$ cat src/rtl/skid_buffer_reg.sv
// Two-entry skid buffer with fully registered in_ready, out and out_valid.
// Optional downstream stall-cycle counter enabled by defining SKID_STALL_CNT_EN.
module skid_buffer_reg #(
  parameter int WIDTH = 8
) (
  input  logic             clk,
  input  logic             rst,
  input  logic [WIDTH-1:0] in,
  input  logic             in_valid,
  output logic             in_ready,
  output logic [WIDTH-1:0] out,
  output logic             out_valid,
  input  logic             out_ready
`ifdef SKID_STALL_CNT_EN
  ,output logic [15:0]     stall_cnt
`endif
);

  typedef enum logic [1:0] {
    ST_EMPTY = 2'd0,
    ST_BUSY  = 2'd1,
    ST_FULL  = 2'd2
  } state_t;

  state_t           state_r;
  state_t           state_s;
  logic [WIDTH-1:0] out_r;
  logic [WIDTH-1:0] out_s;
  logic [WIDTH-1:0] skid_r;
  logic [WIDTH-1:0] skid_s;
  logic             out_valid_r;
  logic             out_valid_s;
  logic             in_ready_r;
  logic             in_ready_s;
  logic             up_xfer_s;
  logic             down_xfer_s;

  assign up_xfer_s   = in_valid && in_ready_r;
  assign down_xfer_s = out_valid_r && out_ready;

  // Next-state, next-payload and next-ready computation.
  always_comb begin
    state_s = state_r;
    out_s   = out_r;
    skid_s  = skid_r;
    case (state_r)
      ST_EMPTY: begin
        if (up_xfer_s) begin
          out_s   = in;
          state_s = ST_BUSY;
        end else begin
          state_s = ST_EMPTY;
        end
      end
      ST_BUSY: begin
        if (up_xfer_s && down_xfer_s) begin
          out_s   = in;
          state_s = ST_BUSY;
        end else if (up_xfer_s) begin
          skid_s  = in;
          state_s = ST_FULL;
        end else if (down_xfer_s) begin
          state_s = ST_EMPTY;
        end else begin
          state_s = ST_BUSY;
        end
      end
      ST_FULL: begin
        // in_ready is low here, so any upstream offer is ignored
        if (out_ready) begin
          out_s   = skid_r;
          state_s = ST_BUSY;
        end else begin
          state_s = ST_FULL;
        end
      end
      default: begin
        state_s = ST_EMPTY;
      end
    endcase
    out_valid_s = (state_s != ST_EMPTY);
    in_ready_s  = (state_s != ST_FULL);
  end

  // State and output registers; reset clears both words without a clock.
  always_ff @(posedge clk or negedge rst) begin
    if (!rst) begin
      state_r     <= ST_EMPTY;
      out_r       <= {WIDTH{1'b0}};
      skid_r      <= {WIDTH{1'b0}};
      out_valid_r <= 1'b0;
      in_ready_r  <= 1'b0;
    end else begin
      state_r     <= state_s;
      out_r       <= out_s;
      skid_r      <= skid_s;
      out_valid_r <= out_valid_s;
      in_ready_r  <= in_ready_s;
    end
  end

  assign out       = out_r;
  assign out_valid = out_valid_r;
  assign in_ready  = in_ready_r;

`ifdef SKID_STALL_CNT_EN
  logic [15:0] stall_cnt_r;

  // Saturating count of edges where downstream holds off a valid word.
  always_ff @(posedge clk or negedge rst) begin
    if (!rst) begin
      stall_cnt_r <= 16'd0;
    end else if (out_valid_r && !out_ready && (stall_cnt_r != 16'hFFFF)) begin
      stall_cnt_r <= stall_cnt_r + 16'd1;
    end else begin
      stall_cnt_r <= stall_cnt_r;
    end
  end

  assign stall_cnt = stall_cnt_r;
`endif

endmodule

$ cat config.mk
export PLATFORM = sky130hd
export DESIGN_NAME = skid_buffer_reg
export DESIGN_NICKNAME = d
export VERILOG_FILES = /design/src/rtl/skid_buffer_reg.sv
export SDC_FILE = /design/constraint.sdc
export NUM_CORES = 1
export LEC_CHECK = 0
export CORE_ASPECT_RATIO = 1.4
export CORE_MARGIN = 2
export CORE_UTILIZATION = 47
export CTS_CLUSTER_DIAMETER = 60
export DETAILED_ROUTE_END_ITERATION = 7
export GPL_TIMING_DRIVEN = 0
export PLACE_DENSITY = 0.76
export SYNTH_ARGS = -nofsm -noshare
export SYNTH_HDL_FRONTEND = slang
export SYNTH_SLANG_ARGS = --single-unit
$ cat constraint.sdc
create_clock -name clk -period 1.8 [get_ports clk]
set_input_delay 0.36 -clock clk [delete_from_list [all_inputs] [get_ports clk]]
set_output_delay 0.36 -clock clk [all_outputs]
set_load 0.02 [all_outputs]
==> Word level (Yosys, flattened, before mapping) <==
Cells that the tools add are included.
{ "word_totals": {"input_bits": 12, "output_inout_bits": 10, "regBits": 20} }
{ "classes": {"bitwise_logic": 1, "n_eq_ne": 6, "n_mux": 10, "reduce_logical": 8} }
{ "ops": {"columns": ["op", "n"], "rows": [
  ["$mux W8", 3],
  ["$pmux W8 S3", 1],
  ["$ne A2 B2 Y1 const B", 4],
  ["$mux W2", 3],
  ["$pmux W2 S3", 1],
  ["$reduce_and A4 Y1", 1],
  ["$logic_and A1 B1 Y1", 3],
  ["$reduce_and A3 Y1", 1],
  ["$reduce_bool A3 Y1", 1],
  ["$eq A2 B1 Y1 const B", 1],
  ["$eq A2 B2 Y1 const B", 1],
  ["$logic_not A2 Y1", 1],
  ["$mux W1", 2],
  ["$reduce_bool A2 Y1", 1],
  ["$not A1 Y1", 1]
]} }

==> Logic depth before layout (Yosys ltp) <==
{ "depth": {"depth_word": 6, "depth_mapped": 4, "depth_no_buf": 3} }

==> Worst setup path after synthesis <==
Ideal clock, no wire load.
{ "synth_path": {"kind": "register to register", "startpoint": "register out_valid_r, in the netlist out_valid", "endpoint": "register skid_r[0]", "t_arrival_ns": 1.463, "stages_incl_launch_ff": 5, "required_ns": 1.675, "period_less_slack_ns": 1.588, "setup_time_ns": 0.125, "path_slack_ns": 0.212, "path_cell_list": "dfrtp_1 a21boi_2 or3b_1 buf_6 mux2_4"} }
{ "synth_via": {"elab_chain_cells": 4} }
{ "synth_rtl": {"columns": ["item", "line_no", "rtl"], "rows": [
  ["start: declaration", "31", "logic out_valid_r;"],
  ["start signal: assignment", "97", "out_valid_r <= out_valid_s;"],
  ["$logic_and A1 B1 Y1", "39", "assign down_xfer_s = out_valid_r && out_ready;"],
  ["$logic_and A1 B1 Y1", "56", "if (up_xfer_s && down_xfer_s) begin"],
  ["$not A1 Y1 (no line)", null, null],
  ["$reduce_and A3 Y1 (no line)", null, null],
  ["end signal: assignment", "90", "skid_r <= {WIDTH{1'b0}};"],
  ["end signal: assignment", "96", "skid_r <= skid_s;"],
  ["end: declaration", "29", "logic [WIDTH-1:0] skid_r;"]
]} }
Every way passes these cells.
A chain may end at the register's enable or synchronous reset.

==> Final worst setup path <==
{ "layout_path": {"startpoint": "input port out_ready", "endpoint": "register skid_r[1]"} }
{ "layout_via": {"elab_chain_cells": 4} }
{ "layout_rtl": {"columns": ["item", "line_no", "rtl"], "rows": [
  ["start: declaration", "13", "input logic out_ready"],
  ["$logic_and A1 B1 Y1", "39", null],
  ["$logic_and A1 B1 Y1", "56", null],
  ["$not A1 Y1 (no line)", null, null],
  ["$reduce_and A3 Y1 (no line)", null, null]
]} }
Every way passes these cells.

==> qor.csv <==
metric;value;unit
outcome;completed;
grt_use_total;15.39;%
end_kind;flip-flop;
postSynthRegisterBits;20;
cts_root_buffer;clkbuf_4;
drc;0;
insertedDiodeCount;0;
hold_path_startpoint;out[3]$_DFFE_PN0P_;
syn_to_final_growth;27.38;%
clkSinkCount;20;
worst_setup_path_start_kind;primary input;
floorplan.core_area;0.001926;sq mm
io_pins;22;
worstSetupPathType;primary input to flip-flop;
timing.slew.headroom;42.12;%
postPlaceCellArea;0.001169;sq mm
cts_resized;0;
post_cts_hold_buffer_count;0;
drv.max_cap_violation_count;0;
hold_viol;0;
vdd_ir_drop_max;0.8912;mV
worstPathMaxFanout;10;
place_congestion;0.6387;
path_clk_slew;0.10;ns
layout.core_utilization;61.66;%
grt_pass1_vias;622;
post-cts-setup-buffers;0;
reg2reg_from;state_r[1]$_DFF_PN0_;
die_width;41.64;um
arrival;1.92;ns
detail_route.vias_per_cell;5.410;
drt.antenna.violating_nets;0;
drt_iter0_drc;3;
leakagePower;0.5156;nW
synthesis.area;932.1;sq um
clock_tree_from_tritoncts;yes;
design.final.nets;98;
worst_setup_path_startpoint;out_ready;
synth_flop_cell;dfrtp_1;
timing.fmax;574.4;MHz
clk-insertion-delay-late;0.30;ns
grt_start_max_net_pins;21;
initial_utilization;48.41;%
finalSetupViolCount;0;
global_route_wire_length_before_repair;2.773;mm
post_route_minimum_period;1.741;ns
powerDensity;1749;mW/mm^2
synth.yosys.warnings;0;
asyncSetResetFlopFracSynth;100.0;%
layout-drive-gt1-share;38.10;%
die-area;0.002361;sq mm
synth.distinct_cells;16;
synth_fp_nets;73;
fp_rows;19;
grt_antenna_before_repair;0;
detailed_place_hpwl;1.071;mm
drtPass1Iterations;3;
synth_seq_area_share;53.69;%
timing.final.crit_share;96.73;%
rsz0062_at_grt;false;
cp_data_required_time;1.98;ns
post-place-cells;103;
clockBufferDepth;2;
synth-edff-count;0;
grt_overflow;0;
finalMaxSlewViolations;0;
die_height;56.70;um
layout.cell_area.non_filler;0.001187;sq mm
layout.cells.non_filler;105;
cts_inserted_buffers;3;
h-tree-depth;1;
finalWirelength;1.537;mm
max_slew.worst_pin.slew;0.8655;ns
place.port_buffers;21;
timing.hold.worst.class;flip-flop to flip-flop;
fin_worst_skew;0.01012;ns
syn_inst;61;
syn_area_per_cell;15.28;sq um
route.detailed.wl_per_inst;14.64;um
total_via_count_in_the_routed_design;568;
path summary, 6_finish.rpt:
path | slack (ns) | endpoint | cells after the start
setup / recovery | 0.06 | skid_r[1]$_DFFE_PN0P_ | 5
hold / removal | 0.52 | out[3]$_DFFE_PN0P_ | 1
setup reg to reg | 0.22 | out[3]$_DFFE_PN0P_ | 3
hold reg to reg | 0.52 | out[3]$_DFFE_PN0P_ | 1
max in group asynchronous | 0.72 | out[1]$_DFFE_PN0P_ | 1
min in group asynchronous | 0.54 | out[2]$_DFFE_PN0P_ | 1
critical path, cell delays in order:
cell,delay [ns]
clkdlybuf4s50_1,0.50
a21boi_2,0.22
or3b_1,0.37
buf_6,0.17
mux2_4,0.30
per-stage QoR:
step	total power [W]	worst slack (ns)	TNS, ns	hold slack [ns]
3_5_place_dp	0.001893	-0.2493	-3.676	0.4936
2_1_floorplan	0.001527	0.2118	0	0.06441
3_3_place_gp	0.001871	-0.2351	-3.557	0.4878
5_1_grt	0.002213	0.006344	0	0.5404
6_report	0.002076	0.05892	0	0.5160
4_1_cts	0.002103	0.06447	0	0.5196
report_power, final:
part / total [W] / switching [W] / internal [W] / leakage, nW
combinational: 0.00105 / 0.000418 / 0.000634 / 0.266
clock: 0.000207 / 0.000129 / 0.0000779 / 0.0138
sequential: 0.000817 / 0.000137 / 0.000680 / 0.236
cells in the mapped netlist (2+ instances only):
library cell / number / area share, %
mux2_2: 16 / 19
nand3b_1: 2 / 1.6
o21ai_0: 3 / 1.6
nand2_1: 2 / 0.81
dfrtp_1: 20 / 54
mux2_4: 8 / 13
cells by family after synthesis:
family,share of synthesized area (%)
compound gates,5.502
xor+xnor,0.9398
buf+inv,1.610
flops,53.69
mux,32.21
simple gates,6.041
state kept, by name, summed over array words and instances (netlist names):
| name | count |
|---|---|
| out | 8 |
| skid_r | 8 |
| state_r | 2 |
| in_ready | 1 |
| out_valid | 1 |
layout make-up:
type                    instances  area, sq um
fillers                       152        738.2
flip-flops and latches         20        500.5
multi-input cells              39        416.7
repair buffers                 21        210.2
well taps                      21        26.28
clock buffers                   3        22.52
plain buffers                   1        11.26
cell usage in the layout (no fill, tap or decap), drive strengths merged:
| cell type | synthesis | layout |
|---|---|---|
| a21boi | 1 | 1 |
| a21oi | 1 | 1 |
| buf | 1 | 1 |
| clkbuf | 1 | 3 |
| clkdlybuf4s50 | 0 | 21 |
| dfrtp | 20 | 20 |
| mux2 | 24 | 24 |
| nand2 | 2 | 2 |
| nand2b | 1 | 1 |
| nand3b | 2 | 2 |
| nand4bb | 1 | 1 |
| o211ai | 1 | 1 |
| o21a | 1 | 1 |
| o21ai | 3 | 3 |
| or3b | 1 | 1 |
| xor2 | 1 | 1 |
layer usage:
layer	track usage [%]	wire, um	up-vias
met2	24.55	810	9
met4	8.295	16	0
li1	-	-	269
met1	19.07	664	288
met5	0	0	-
met3	3.537	46	2
Power figures use the tool's default switching activity.
